File: config.mk
export PLATFORM = sky130hd
export DESIGN_NAME = game_state_ctrl
export DESIGN_NICKNAME = d
export VERILOG_FILES = /design/src/rtl/game_state_ctrl.sv
export SDC_FILE = /design/constraint.sdc
export NUM_CORES = 1
export LEC_CHECK = 0
export ABC_AREA = 1
export BUFFER_PORTS_ARGS = -buffer_cell sky130_fd_sc_hd__buf_2
export CAP_MARGIN = 0
export CORE_ASPECT_RATIO = 0.5
export CORE_MARGIN = 10
export CORE_UTILIZATION = 42
export CTS_CLUSTER_SIZE = 30
export DETAILED_ROUTE_END_ITERATION = 16
export SYNTH_ARGS = -nofsm -noshare
export SYNTH_HDL_FRONTEND = slang
export SYNTH_SLANG_ARGS = --single-unit
File: constraint.sdc
create_clock -name iClk -period 1.7 [get_ports iClk]
set_clock_uncertainty 0.2 [all_clocks]
set_input_delay 0.085 -clock iClk [delete_from_list [all_inputs] [get_ports iClk]]
set_output_delay 0.085 -clock iClk [all_outputs]
set_load 0.005 [all_outputs]
File: src/rtl/game_state_ctrl.sv
// Asteroid game sequencer: attract/play/dying/game-over phases, lives and strobes.
// Optional build macro GO_BLINK_EN makes the GAME OVER text blink.
module game_state_ctrl #(
    parameter int unsigned START_LIVES    = 3,
    parameter int unsigned LIFE_W         = 2,
    parameter int unsigned RESPAWN_FRAMES = 90,
    parameter int unsigned GO_HOLD_FRAMES = 180,
    parameter int unsigned BLINK_FRAMES   = 30
) (
    input  logic              iClk,
    input  logic              iRst,
    input  logic              iFrameTick,
    input  logic              iStart,
    input  logic              iShipHit,
    output logic [1:0]        oGameState,
    output logic [LIFE_W-1:0] oLives,
    output logic              oShowText,
    output logic              oFreeze,
    output logic              oRespawn,
    output logic              oResetScore
);

    localparam int unsigned MAXF = (RESPAWN_FRAMES > GO_HOLD_FRAMES) ? RESPAWN_FRAMES : GO_HOLD_FRAMES;
    localparam int unsigned CW   = $clog2(MAXF + 1);
    localparam logic [CW-1:0]     RESP_LAST = CW'(RESPAWN_FRAMES - 1);
    localparam logic [CW-1:0]     GO_HOLD   = CW'(GO_HOLD_FRAMES);
    localparam logic [LIFE_W-1:0] LIVES0    = LIFE_W'(START_LIVES);
    localparam logic [LIFE_W-1:0] ONE_LIFE  = LIFE_W'(1);

    typedef enum logic [1:0] {
        ST_ATTRACT   = 2'b00,
        ST_PLAY      = 2'b10,
        ST_DYING     = 2'b11,
        ST_GAME_OVER = 2'b01
    } state_t;

    state_t            r_state;
    logic [LIFE_W-1:0] r_lives;
    logic [CW-1:0]     r_cnt;
    logic              r_start_q;
    logic              r_show;
    logic              r_freeze;
    logic              r_respawn;
    logic              r_reset_score;
    logic              w_start_edge;

`ifdef GO_BLINK_EN
    localparam int unsigned BW = $clog2(BLINK_FRAMES + 1);
    localparam logic [BW-1:0] BLINK_LAST = BW'(BLINK_FRAMES - 1);
    logic [BW-1:0] r_blink_cnt;
`endif

    assign w_start_edge = iStart & ~r_start_q;

    always_ff @(posedge iClk) begin
        if (iRst) begin
            r_state       <= ST_ATTRACT;
            r_lives       <= '0;
            r_cnt         <= '0;
            r_start_q     <= 1'b0;
            r_show        <= 1'b0;
            r_freeze      <= 1'b1;
            r_respawn     <= 1'b0;
            r_reset_score <= 1'b0;
`ifdef GO_BLINK_EN
            r_blink_cnt   <= '0;
`endif
        end else begin
            r_start_q     <= iStart;
            r_respawn     <= 1'b0;
            r_reset_score <= 1'b0;
            case (r_state)
                ST_ATTRACT: begin
                    r_freeze <= 1'b1;
                    r_show   <= 1'b0;
                    if (w_start_edge) begin
                        r_state       <= ST_PLAY;
                        r_lives       <= LIVES0;
                        r_cnt         <= '0;
                        r_freeze      <= 1'b0;
                        r_respawn     <= 1'b1;
                        r_reset_score <= 1'b1;
                    end
                end
                ST_PLAY: begin
                    r_freeze <= 1'b0;
                    r_show   <= 1'b0;
                    // A hit always wins over a simultaneous frame tick.
                    if (iShipHit && r_lives != '0) begin
                        r_cnt    <= '0;
                        r_freeze <= 1'b1;
                        if (r_lives == ONE_LIFE) begin
                            r_state <= ST_GAME_OVER;
                            r_lives <= '0;
                            r_show  <= 1'b1;
`ifdef GO_BLINK_EN
                            r_blink_cnt <= '0;
`endif
                        end else begin
                            r_state <= ST_DYING;
                            r_lives <= r_lives - ONE_LIFE;
                        end
                    end
                end
                ST_DYING: begin
                    r_freeze <= 1'b1;
                    r_show   <= 1'b0;
                    if (iFrameTick) begin
                        if (r_cnt == RESP_LAST) begin
                            r_state   <= ST_PLAY;
                            r_cnt     <= '0;
                            r_freeze  <= 1'b0;
                            r_respawn <= 1'b1;
                        end else begin
                            r_cnt <= r_cnt + 1'b1;
                        end
                    end
                end
                ST_GAME_OVER: begin
                    r_freeze <= 1'b1;
                    if (w_start_edge && r_cnt == GO_HOLD) begin
                        r_state       <= ST_PLAY;
                        r_lives       <= LIVES0;
                        r_cnt         <= '0;
                        r_freeze      <= 1'b0;
                        r_show        <= 1'b0;
                        r_respawn     <= 1'b1;
                        r_reset_score <= 1'b1;
                    end else begin
                        if (iFrameTick && r_cnt != GO_HOLD)
                            r_cnt <= r_cnt + 1'b1;
`ifdef GO_BLINK_EN
                        if (iFrameTick) begin
                            if (r_blink_cnt == BLINK_LAST) begin
                                r_blink_cnt <= '0;
                                r_show      <= ~r_show;
                            end else begin
                                r_blink_cnt <= r_blink_cnt + 1'b1;
                            end
                        end
`else
                        r_show <= 1'b1;
`endif
                    end
                end
                default: begin
                    r_state  <= ST_ATTRACT;
                    r_freeze <= 1'b1;
                    r_show   <= 1'b0;
                end
            endcase
        end
    end

    assign oGameState  = r_state;
    assign oLives      = r_lives;
    assign oShowText   = r_show;
    assign oFreeze     = r_freeze;
    assign oRespawn    = r_respawn;
    assign oResetScore = r_reset_score;

endmodule
==> metrics.md <==
| Metric | Value |
|---|---|
| Outcome | finished, final reports clean |
| Max clock buf depth | 2 |
| Post-placement cell count | 231 |
| Initial antenna violation count | 0 |
| Post-synth EDFFs | 0 |
| CP startpoint kind | flip-flop |
| FMAX | 599.2 MHz |
| HP Class | flip-flop to flip-flop |
| H-tree depth | 1 |
| Final net count | 216 |
| Final setup violation count | 0 |
| CTS buffer count | 3 |
| Avg Inst Size Synth | 6.830 um^2 |
| Leakage | 0.6782 nW |
| Actual slew at the worst max-slew pin | 0.2734 ns |
| Vias in the first global route | 1009 |
| ANT cells | 0 |
| 1st-iter DRT viols | 67 |
| Port buffer count | 12 |
| Detailed Routing Iterations Pass 1 | 4 |
| Final hold vios | 0 |
| CP arrival | 1.63 ns |
| Clock Latency Late Sink | 0.26 ns |
| Yosys Warn Count | 0 |
| Clk slew on worst S/H paths | 0.07 ns |
| Yosys top cell area share | 0.2931 |
| Setup CP Type | flip-flop to flip-flop |
| Die Y | 57.18 um |
| Final worst path period share | 0.9818 |
| Sequential Power Share | 0.318 |
| Pins over their slew limit | 0 |
| CP max FO | 7 |
| Slew HR | 0.8177 |
| Effective utilization at floorplan | 0.4434 |
| Total of max-cap violations | 0 |
| Hold_ws | 0.2883 ns |
| CP Data Required Time | 1.66 ns |
| Synth top area cells | dfxtp_1, nand2_1, nand3_1 |
| Cell Int Power | 0.9532 mW |
| Net Count, Synth | 180 |
| Die X | 94.36 um |
| Drt via density | 4.545 |
| Wire per inst | 11.68 um |
| Sequential area share after synthesis | 0.2931 |
| Final Util | 0.5920 |
| Max VDD drop | 0.7566 mV |
| Largest net degree at the start of global routing | 12 |
| Share of post-route cells with drive strength above 1 | 0.3756 |
| Global-route wire length before repair | 4.788 mm |
| Clock Power Share | 0.201 |
| Total grt overflow | 0 |
| CTS tree | built |
| Top-Level Pins | 13 |
| Net Sw Frac | 0.3953 |
| Ys flop type | dfxtp_1 |
| Sw power | 0.6231 mW |
| Crit end category | flip-flop |
| Post-synth top area cell | dfxtp_1 |
| RSZ-0062 raised after global routing | true |
| Drt drc | 0 |
| Async set-reset flop share out of synthesis | 0 |
| Post-Syn Area | 1161 um^2 |
| # clock sinks | 17 |
| Post-route ant nets | 0 |
| #FFs+latches synth | 17 |
| Power consumption | 1.576 mW |
| RePlAce Congestion | 0.8685 |
| Pre-CTS setup slack | 0.01335 ns |
| Mapped Cells | 170 |
| Core ar. | 2619 um^2 |
| Combinational power share | 0.481 |
| Total GRT Usage | 0.1075 |
| Cell row count | 13 |
| PnR worst setup slack | 0.03101 ns |
| Total Wirelength | 2.827 mm |
| Vias | 1100 |
| Most frequent cells after synthesis | nand2_1, inv_1, dfxtp_1 |
| Count leader, synth | nand2_1 |
| Area grow syn2layout | 33.51% |
| Unique masters post-synth | 28 |
| Finished Layout Cells | 242 |
| P per Cell Area | 1017 nW/um^2 |
| Post-DP HPWL | 2.124 mm |
| Root Driver | clkbuf_8 |
| Tmin final | 1.669 ns |
| Die area | 5396 um^2 |
layout by cell type (no fill, tap or decap), types with 4 or more instances in the layout:
cell and count:
nand2_1 44, inv_1 17, nand3_1 16, dfxtp_1 14, buf_4 14, nor2_1 12, buf_2 12, inv_2 9
nand2_2 7, a21oi_1 5, a21oi_2 5, dlygate4sd3_1 5, nor2_4 4, nor2_2 4
registers in the layout, summed over array words and instances, names as in the netlist:
signal	count
r_cnt	8
oRespawn	1
oResetScore	1
oLives	2
oFreeze	1
r_start_q	1
oGameState	2
oShowText	1
cells by family (layout without fill, tap and decap cells):
kind of cell / Yosys count / count (layout) / share of synthesized area
AO/OA/AOI/OAI: 16 / 16 / 0.08620
XOR/XNOR: 1 / 1 / 0.007544
adder cells (fa/ha/maj): 5 / 5 / 0.05388
buffers and inverters: 31 / 66 / 0.1056
flip-flops: 17 / 17 / 0.2931
AND/OR/NAND/NOR: 100 / 100 / 0.4537
critical path, cell delays in order, from the launching register on:
cell and delay, ns:
dfxtp_2 0.33, inv_2 0.05, ha_4 0.15, inv_2 0.06, nand2_1 0.05, nand2_1 0.07
nand2_2 0.09, nor2_8 0.16, inv_4 0.06, nor2_8 0.17, nand2_1 0.07, nand2_1 0.06
nor2_1 0.04
power groups by stage:
stage	registers, mW	clock network [mW]	logic (mW)
2_1_floorplan	0.509	0	0.429
3_3_place_gp	0.500	0	0.652
3_5_place_dp	0.500	0	0.651
4_1_cts	0.492	0.324	0.655
5_1_grt	0.506	0.336	0.840
6_report	0.501	0.317	0.759
metal layers:
layer,global-route usage,wire (um),up-vias
li1,-,-,600
met1,0.1478,1490,485
met2,0.1605,1214,13
met3,0.03781,109,2
met4,0.01290,13,0
met5,0,0,-
metrics by stage:
stage / area, um^2 / setup TNS [ns]
after floorplan: 1161 / 0
after global placement: 1361 / 0
after detailed placement: 1361 / 0
after CTS: 1459 / 0
after global routing: 1550 / -0.4273
final: 1550 / 0
final timing paths:
kind	start	end	slack, ns	cells after the start
worst max-delay path	oLives[1]	r_cnt[5]	0.03	12
worst min-delay path	oLives[0]	oLives[0]	0.29	2
worst max register to register	oLives[1]	r_cnt[5]	0.03	12
worst min register to register	oLives[0]	oLives[0]	0.29	2
cell type report:
cell class,count,area [um^2]
fillers,241,1069
repair buffers,33,237.7
clock buffers,3,41.29
inverters,29,113.9
multi-input cells,122,759.5
well taps,37,46.29
flip-flops and latches,17,346.6
clock inverters,1,5.005
repair_timing:
item	4_1_cts	5_1_grt
setup endpoints to repair	3	12
buffers inserted	0	2
hold buffers	5	0
gates resized for setup	1	22
cloned	0	0
endpoints found under the hold margin	9	0
pin swaps	1	14
(Power assumes the default switching activity.)
